$ cat src/rtl/wm_seq_ctrl.sv
// Verification sequencer for a watermark FSM: drives a reset pulse, replays a stored
// init symbol pattern, then checks LEN_O-bit responses against an MD5-derived signature.
module wm_seq_ctrl #(
  parameter int LEN_I   = 3,
  parameter int LEN_O   = 5,
  parameter int MAX_INI = 1024
) (
  input  logic             clk,
  input  logic             reset,
  input  logic             cfg_we,
  input  logic [5:0]       cfg_addr,
  input  logic [31:0]      cfg_wdata,
  input  logic             start,
  input  logic [8:0]       init_clock,
  output logic             dut_rst,
  output logic [LEN_I-1:0] dut_in,
  input  logic [LEN_O-1:0] dut_out,
  output logic             busy,
  output logic             done,
  output logic             pass,
  output logic [4:0]       err_count
);

  localparam int MAX_SYM = MAX_INI / LEN_I;
  localparam int PAIR_W  = LEN_I + LEN_O;
  localparam int P       = 128 / PAIR_W;
  localparam int CNT_W   = $clog2(MAX_SYM + 1);
  localparam int PCNT_W  = $clog2(P + 1);
  localparam int PTR_W   = $clog2(MAX_INI);
  localparam int N_WORDS = MAX_INI / 32;

  typedef enum logic [2:0] {IDLE, DRST, INIT, CHECK, DONE} state_t;

  state_t             state;
  state_t             state_nxt;

  logic [MAX_INI-1:0] pattern;
  logic [127:0]       md5;
  logic [CNT_W-1:0]   n_sym;
  logic [CNT_W-1:0]   sym_cnt;
  logic [CNT_W-1:0]   n_start;
  logic [PCNT_W-1:0]  pair_cnt;
  logic [PTR_W-1:0]   bit_ptr;
  logic [6:0]         md_ptr;
  logic [6:0]         exp_ptr;
  logic [LEN_O-1:0]   exp_sym;
  logic               accept;
  logic               cfg_ok;
  logic               init_last;
  logic               check_last;
  logic               mismatch;

  function automatic logic [4:0] sat_inc(input logic [4:0] v);
    return (v == 5'd31) ? v : v + 5'd1;
  endfunction

  assign n_start    = (32'(init_clock) > 32'(MAX_SYM)) ? CNT_W'(MAX_SYM) : CNT_W'(init_clock);
  assign accept     = (state == IDLE) && start;
  assign cfg_ok     = (state == IDLE) && cfg_we;
  assign init_last  = (sym_cnt == n_sym - CNT_W'(1));
  assign check_last = (pair_cnt == PCNT_W'(P - 1));
  assign exp_ptr    = md_ptr - 7'(LEN_I);
  assign exp_sym    = md5[exp_ptr -: LEN_O];
  // Case inequality so an undriven/X response from the FSM under test counts as a miss.
  assign mismatch   = (dut_out !== exp_sym);

  always_ff @(posedge clk) begin
    if (reset) begin
      state <= IDLE;
    end else begin
      state <= state_nxt;
    end
  end

  always_comb begin
    state_nxt = state;
    dut_rst   = 1'b0;
    dut_in    = '0;
    busy      = 1'b1;
    done      = 1'b0;
    case (state)
      IDLE: begin
        busy = 1'b0;
        if (accept) state_nxt = DRST;
      end
      DRST: begin
        dut_rst   = 1'b1;
        state_nxt = (n_sym != '0) ? INIT : CHECK;
      end
      INIT: begin
        dut_in = pattern[bit_ptr +: LEN_I];
        if (init_last) state_nxt = CHECK;
      end
      CHECK: begin
        dut_in = md5[md_ptr -: LEN_I];
        if (check_last) state_nxt = DONE;
      end
      DONE: begin
        done      = 1'b1;
        state_nxt = IDLE;
      end
      default: begin
        busy      = 1'b0;
        state_nxt = IDLE;
      end
    endcase
  end

  // Pattern is replayed newest-symbol-last, so the pointer walks down from the top symbol.
  always_ff @(posedge clk) begin
    if (reset) begin
      pattern   <= '0;
      md5       <= '0;
      n_sym     <= '0;
      sym_cnt   <= '0;
      pair_cnt  <= '0;
      bit_ptr   <= '0;
      md_ptr    <= '0;
      err_count <= '0;
      pass      <= 1'b0;
    end else begin
      if (cfg_ok) begin
        if (32'(cfg_addr) < 32'(N_WORDS)) begin
          pattern[32'(cfg_addr) * 32 +: 32] <= cfg_wdata;
        end
        if (cfg_addr[5:2] == 4'b1000) begin
          md5[{cfg_addr[1:0], 5'd0} +: 32] <= cfg_wdata;
        end
      end
      case (state)
        IDLE: begin
          if (accept) begin
            n_sym     <= n_start;
            err_count <= '0;
            pass      <= 1'b0;
          end
        end
        DRST: begin
          sym_cnt  <= '0;
          pair_cnt <= '0;
          bit_ptr  <= PTR_W'((32'(n_sym) - 32'd1) * 32'(LEN_I));
          md_ptr   <= 7'd127;
        end
        INIT: begin
          if (!init_last) sym_cnt <= sym_cnt + CNT_W'(1);
          bit_ptr <= bit_ptr - PTR_W'(LEN_I);
        end
        CHECK: begin
          if (mismatch) err_count <= sat_inc(err_count);
          md_ptr <= md_ptr - 7'(PAIR_W);
          if (!check_last) pair_cnt <= pair_cnt + PCNT_W'(1);
        end
        DONE: begin
          pass <= (err_count == 5'd0);
        end
        default: ;
      endcase
    end
  end

endmodule

$ cat config.mk
export PLATFORM = sky130hd
export DESIGN_NAME = wm_seq_ctrl
export DESIGN_NICKNAME = d
export VERILOG_FILES = /design/src/rtl/wm_seq_ctrl.sv
export SDC_FILE = /design/constraint.sdc
export NUM_CORES = 2
export LEC_CHECK = 0
export CORE_MARGIN = 2
export CORE_UTILIZATION = 45
export CTS_CLUSTER_SIZE = 30
export DETAILED_ROUTE_END_ITERATION = 8
export SYNTH_ARGS = -nofsm -noshare
export SYNTH_HDL_FRONTEND = slang
export SYNTH_SLANG_ARGS = --single-unit
export TNS_END_PERCENT = 50
$ cat constraint.sdc
create_clock -name clk -period 7.25 [get_ports clk]
set_input_delay 1.45 -clock clk [delete_from_list [all_inputs] [get_ports clk]]
set_output_delay 1.45 -clock clk [all_outputs]
set_load 0.02 [all_outputs]
# After elaboration in Yosys (flattened, before gate mapping)
# Index checks and enable logic that the tools add are counted.
# word_totals
elab_cells,88
ram_bits,0
n_memories,0
latchBits,0
output_inout_bits,12
register_bits,1201
rom_bits,0
input_bits,56
# classes
n_addsub,10
n_div,0
eq_ne,16
shifts,7
muxes,24
n_reduce_logical,18
n_mul,1
order_cmp,2
bitwise_logic,0
# op_table
op,n
1024-bit bitwise mux,1
"32-bit by 34-bit variable shift with 1024-bit output, first input constant",1
1024-bit by 11-bit variable part select with 3-bit output,1
32-bit by 34-bit variable part select with 1024-bit output,1
132-bit by 8-bit variable part select with 5-bit output,1
130-bit by 8-bit variable part select with 3-bit output,1
128-bit bitwise mux,1
"32-bit by 9-bit variable shift with 128-bit output, first input constant",1
32-bit by 9-bit variable part select with 128-bit output,1
11-bit negator with 34-bit output,1
5-bit 2-to-1 mux,4
10-bit case mux with 2 select lines,1
5-bit case mux with 2 select lines,2
9-bit 2-to-1 mux,2
9-bit case mux with 2 select lines,1
"2-bit inequality test, second input constant",7
7-bit case mux with 2 select lines,1
3-bit case mux with 4 select lines,1
2-bit AND reduction,6
"5-bit by 1-bit adder with 5-bit output, second input constant",2
"10-bit by 3-bit multiplier with 10-bit output, second input constant",1
"10-bit by 2-bit subtractor with 10-bit output, second input constant",1
"9-bit by 1-bit subtractor with 10-bit output, second input constant",1
"9-bit by 1-bit adder with 9-bit output, second input constant",1
other kinds (26),37

# Logic depth before layout (Yosys ltp)
# logic_depth
word_depth,5
depth_mapped,17
depth_no_buf,14

# Least setup slack after synthesis
# Ideal clock, no wire load.
# synth_path
path_kind,register to output
startpoint,register bit_ptr[0]
endpoint,output port dut_in[2]
required_ns,5.800
stages_incl_launch_ff,14
path_slack_ns,2.897
n_path_buf,7
arrival_time_ns,2.903
cell_sequence,dfxtp_1 > buf_6 > buf_6 > buf_6 > buf_4 > buf_4 > buf_6 > buf_4 > mux4_2 > o22ai_1 > a21oi_1 > o311ai_0 > nand4_1 > a31oi_1
# synth_between
elab_chain_cells,2
# synth_lines
item,line_no,text
"start, declared",43,logic [PTR_W-1:0] bit_ptr;
"start signal, assigned",141,bit_ptr <= PTR_W'((32'(n_sym) - 32'd1) * 32'(LEN_I));
"start signal, assigned",146,bit_ptr <= bit_ptr - PTR_W'(LEN_I);
1024-bit by 11-bit variable part select with 3-bit output,91,dut_in = pattern[bit_ptr +: LEN_I];
3-bit case mux with 2 select lines,81,case (state)
"end, declared",16,"output logic [LEN_I-1:0] dut_in,"
# No other way between the ends.

# Worst setup path after layout
# layout_path
startpoint,register bit_ptr[2]
endpoint,output port dut_in[0]
# Same word-level chain as after synthesis.

==> impl_summary.txt <==
----------------------------------------------------
[Status]
  Result of the run ... finished, violations left
  Violated checks ... setup timing

[Min path]
  Hold crit path type ... reg -> reg
  Min-Delay Startpoint ... pattern[123]$_SDFFE_PP0P_
  WHS Path Cells ... 2
  Worst hold path endpoint ... pattern[123]$_SDFFE_PP0P_

[Clocking]
  Level count of the clock H-tree ... 4
  Clock Sink Count ... 1199
  CTS Buf Count ... 144
  Clock Pin Slew Worst Setup and Hold Paths ... 0.06 ns
  Clock insertion delay at the later pin of the skew report ... 0.81 ns
  Setup Buffers After CTS ... 0
  Post-cts hold buffer count ... 0
  CTS root buf ... sky130_fd_sc_hd__clkbuf_16
  Bufs on Longest Clock Path ... 3
  TritonCTS clock tree ... done

[Placement]
  Placed wire-length estimate ... 229000 µm
  Post-Place Cell Area ... 0.0738 mm²
  Setup Slack @ Placement ... 0.573 ns
  Quantity of I/O buffers inserted on ports ... 67
  Final GP Congestion ... 1.07

[Detailed routing]
  Drt initial violations ... 10100
  # DRC ... 0
  Via-per-instance ratio ... 6.85
  Via count ... 67200
  Routed wire length ... 321000 µm
  Remaining antenna violation count after routing ... 0
  Routed length per placed instance ... 32.7 µm
  Detailed-routing iteration count for the pre-antenna-repair pass ... 6

[Yosys]
  Cells after Synth ... 7871
  Seq cells post-synth ... 1199
  Number of enable flip-flop cells after synthesis ... 0
  Most used flip-flop cell after synthesis ... sky130_fd_sc_hd__dfxtp_1
  Nets in the synthesized netlist ... 7959
  Avg Synthesized Cell Area ... 9.04 µm²
  Part of the Yosys area used for sequential elements ... 33.7%
  Async set-or-reset flop fraction in the synthesized netlist ... 0%
  Count of synthesis-stage warnings from yosys ... 0
  Mapped cell area ... 0.0711 mm²
  Number of library cell types mapped by synthesis ... 76

[Layout]
  Post-Layout Inst Area ... 0.0788 mm²
  Final net count ... 7699
  Share of layout cells above drive strength 1 ... 18.8%
  Area Growth Syn to Fin ... 10.8%

[Global route]
  Total overflow reported by the global router ... 0
  Largest net degree at the start of global routing ... 214
  Antenna violations before repair ... 29
  Vias in the first global route ... 61500
  First-pass GRT wire length ... 455000 µm
  Overall routing resource usage ... 38.8%

[STA]
  Sum Neg Setup Slack ... -0.172 ns
  Worst-margin pin slew ... 1.39 ns
  Clock period minus worst slack ... 7.38 ns
  Worst clock skew ... 0.0384 ns
  Slack of the critical path ... -0.133 ns
  Slew headroom ... 7.47%
  Number of slew-limit violations in the final report ... 0
  Final period utilization ... 102%
  Peak Freq ... 0.135 GHz
  Fin. Hold Viols ... 0
  Final setup violation count ... 3
  Setup repair after global routing missed its margin ... no

[Critical path]
  Endpoint required time on the critical path ... 5.80 ns
  Register-to-Register Path Depth ... 11
  Data arrival time of the worst path ... 5.93 ns
  Critical path's slowest cell ... sky130_fd_sc_hd__nor2_1
  Crit path max fanout ... 32
  Critical Path Sink Type ... output port
  Worst R2R Start ... md_ptr[3]$_SDFFE_PP0P_
  Delay of the slowest critical-path stage ... 0.89 ns
  Critical path type ... reg -> out
  Crit Reg-Reg Endpoint ... err_count[1]$_SDFFE_PP0P_
  Worst setup slack for register-to-register paths ... 2.38 ns
  Startpoint type of the worst setup path ... flip-flop
  Critical path, cell by cell ... inv_6 -> nor2_1 -> a22oi_1 -> o211ai_1 -> o21ai_0 -> a21oi_1 -> o32ai_1 -> a32oi_1 -> o2bb2ai_1 -> clkdlybuf4s50_1

[Power]
  Switching fraction of total power ... 38.9%
  P per Cell Area ... 295 mW/mm²
  Worst vdd ir ... 0.287 mV
  Leakage power of the design ... 24.8 nW
  Clock power frac ... 33.2%
  Fraction of power consumed by combinational cells ... 36.6%
  Net load switching power ... 9.03 mW
  Proportion of power drawn by flip-flops and latches ... 30.2%
  Design internal power ... 14.2 mW

[Floorplan]
  Initial Util ... 45.4%
  Area of the die ... 0.161 mm²
  Die span in x ... 402 µm
  Core Area ... 0.157 mm²
  Die boundary height ... 402 µm
  Std cell rows ... 145
  Count of boundary I/O pins ... 68

[Flow run]
  Number of max-cap violations ... 0

----------------------------------------------------
-- Yosys cell counts, drive strengths merged (28+ instances only) --
| cell type | number | area (µm²) |
|---|---|---|
| nor4 | 29 | 188 |
| nor2 | 914 | 3430 |
| buf | 245 | 1480 |
| xor2 | 29 | 254 |
| nand3 | 304 | 1520 |
| and3 | 37 | 231 |
| a22oi | 57 | 428 |
| dfxtp | 1199 | 24000 |
| mux2i | 172 | 1720 |
| clkbuf | 501 | 1880 |
| nand2 | 1607 | 6030 |
| nor3 | 203 | 1020 |
| mux4 | 848 | 19100 |
| ha | 31 | 388 |
| inv | 30 | 113 |
| a21oi | 1279 | 6400 |
| o21ai | 58 | 290 |
| o22ai | 28 | 175 |
-- worst max-delay path by stage --
stage                                        from   endpoint  slack [ns]  cells after the start
after floorplan           bit_ptr[0]$_SDFFE_PP0P_  dut_in[2]        2.90                     13
after CTS                 bit_ptr[0]$_SDFFE_PP0P_  dut_in[2]        0.02                      9
final                     bit_ptr[2]$_SDFFE_PP0P_  dut_in[0]       -0.13                     10
after detailed placement  bit_ptr[0]$_SDFFE_PP0P_  dut_in[2]        0.57                      9
after global placement    bit_ptr[0]$_SDFFE_PP0P_  dut_in[2]        0.51                      9
after global routing      bit_ptr[1]$_SDFFE_PP0P_  dut_in[1]        0.01                     12
-- critical path: cells and delay by family, from the launching register on --
| kind | cells | cell delay [ns] |
|---|---|---|
| simple gates | 1 | 0.89 |
| flops | 1 | 0.77 |
| buf+inv | 2 | 1.13 |
| compound gates | 7 | 2.26 |
-- per-layer routing --
layer  routed length [µm]  track usage [%]  vias to the layer above
met5                  161            0.327                        -
met4                26700             27.1                       18
met3                43700             13.6                     1126
met2               134000             55.2                     4821
met1               116000             49.2                    33200
li1                     -                -                    28100
-- kinds of logic (layout without fill, tap and decap cells) --
kind of cell,after synthesis,after routing,synth area share (%)
AO/OA/AOI/OAI,1589,1589,12.2
AND/OR/NAND/NOR,3183,3183,18.3
XOR/XNOR,50,50,0.686
adder cells (fa/ha/maj),32,32,0.573
multiplexers,1041,1041,29.6
buffers and inverters,777,631,4.89
flip-flops,1199,1199,33.7
other,0,24,0
-- state kept, by name, summed over array words and instances, names as in the netlist --
name       flops
err_count      5
pattern     1024
pair_cnt       5
md5          128
md_ptr         5
n_sym          9
sym_cnt        9
bit_ptr       10
state          3
pass           1
-- cell usage in the layout (no fill, tap or decap), types with 37 or more instances in the layout --
master | Yosys | final
sky130_fd_sc_hd__a21oi_1 | 1279 | 1279
sky130_fd_sc_hd__buf_12 | 0 | 37
sky130_fd_sc_hd__o21ai_0 | 58 | 57
sky130_fd_sc_hd__and3_1 | 37 | 37
sky130_fd_sc_hd__nor2_1 | 914 | 901
sky130_fd_sc_hd__mux4_2 | 848 | 848
sky130_fd_sc_hd__a22oi_1 | 57 | 56
sky130_fd_sc_hd__nand3_1 | 304 | 304
sky130_fd_sc_hd__nand2_1 | 1607 | 1597
sky130_fd_sc_hd__clkdlybuf4s50_1 | 0 | 66
sky130_fd_sc_hd__clkbuf_16 | 0 | 147
sky130_fd_sc_hd__nor3_1 | 203 | 202
sky130_fd_sc_hd__buf_4 | 53 | 236
sky130_fd_sc_hd__dfxtp_1 | 1199 | 1191
sky130_fd_sc_hd__mux2i_1 | 172 | 172
-- what timing repair did --
| action | in CTS | in global routing |
|---|---|---|
| pin swaps | 0 | 1 |
| endpoints found under the setup margin | 1 | 2 |
| resized for setup | 1 | 5 |
-- cell type report --
type / instances / area [µm²]
tap: 2058 / 2570
clock buffer: 192 / 4090
sequential: 1199 / 24000
timing repair buffer: 340 / 3190
antenna: 24 / 60.1
inverter: 31 / 129
multi-input combinational: 5895 / 43900
fill: 14600 / 77800
clock inverter: 68 / 826
-- stage by stage --
step | cells | util, % | power (mW) | hold slack, ns
floorplan | 7871 | - | 12.6 | 0.429
global placement | 9523 | 47.1 | 15.3 | 0.439
detailed placement | 9523 | 47.1 | 15.4 | 0.444
CTS | 9783 | 50.3 | 23.0 | 0.458
global route | 9785 | 50.3 | 23.7 | 0.476
finish | 9807 | 50.3 | 23.2 | 0.462
-- power groups by stage --
stage	sequential, mW	clock [mW]	combinational (mW)
2_1_floorplan	6.83	0	5.72
3_3_place_gp	7.14	0	8.16
3_5_place_dp	7.14	0	8.21
4_1_cts	7.00	7.72	8.23
6_report	7.02	7.70	8.50
5_1_grt	7.02	7.98	8.72
(Power assumes the default switching activity.)
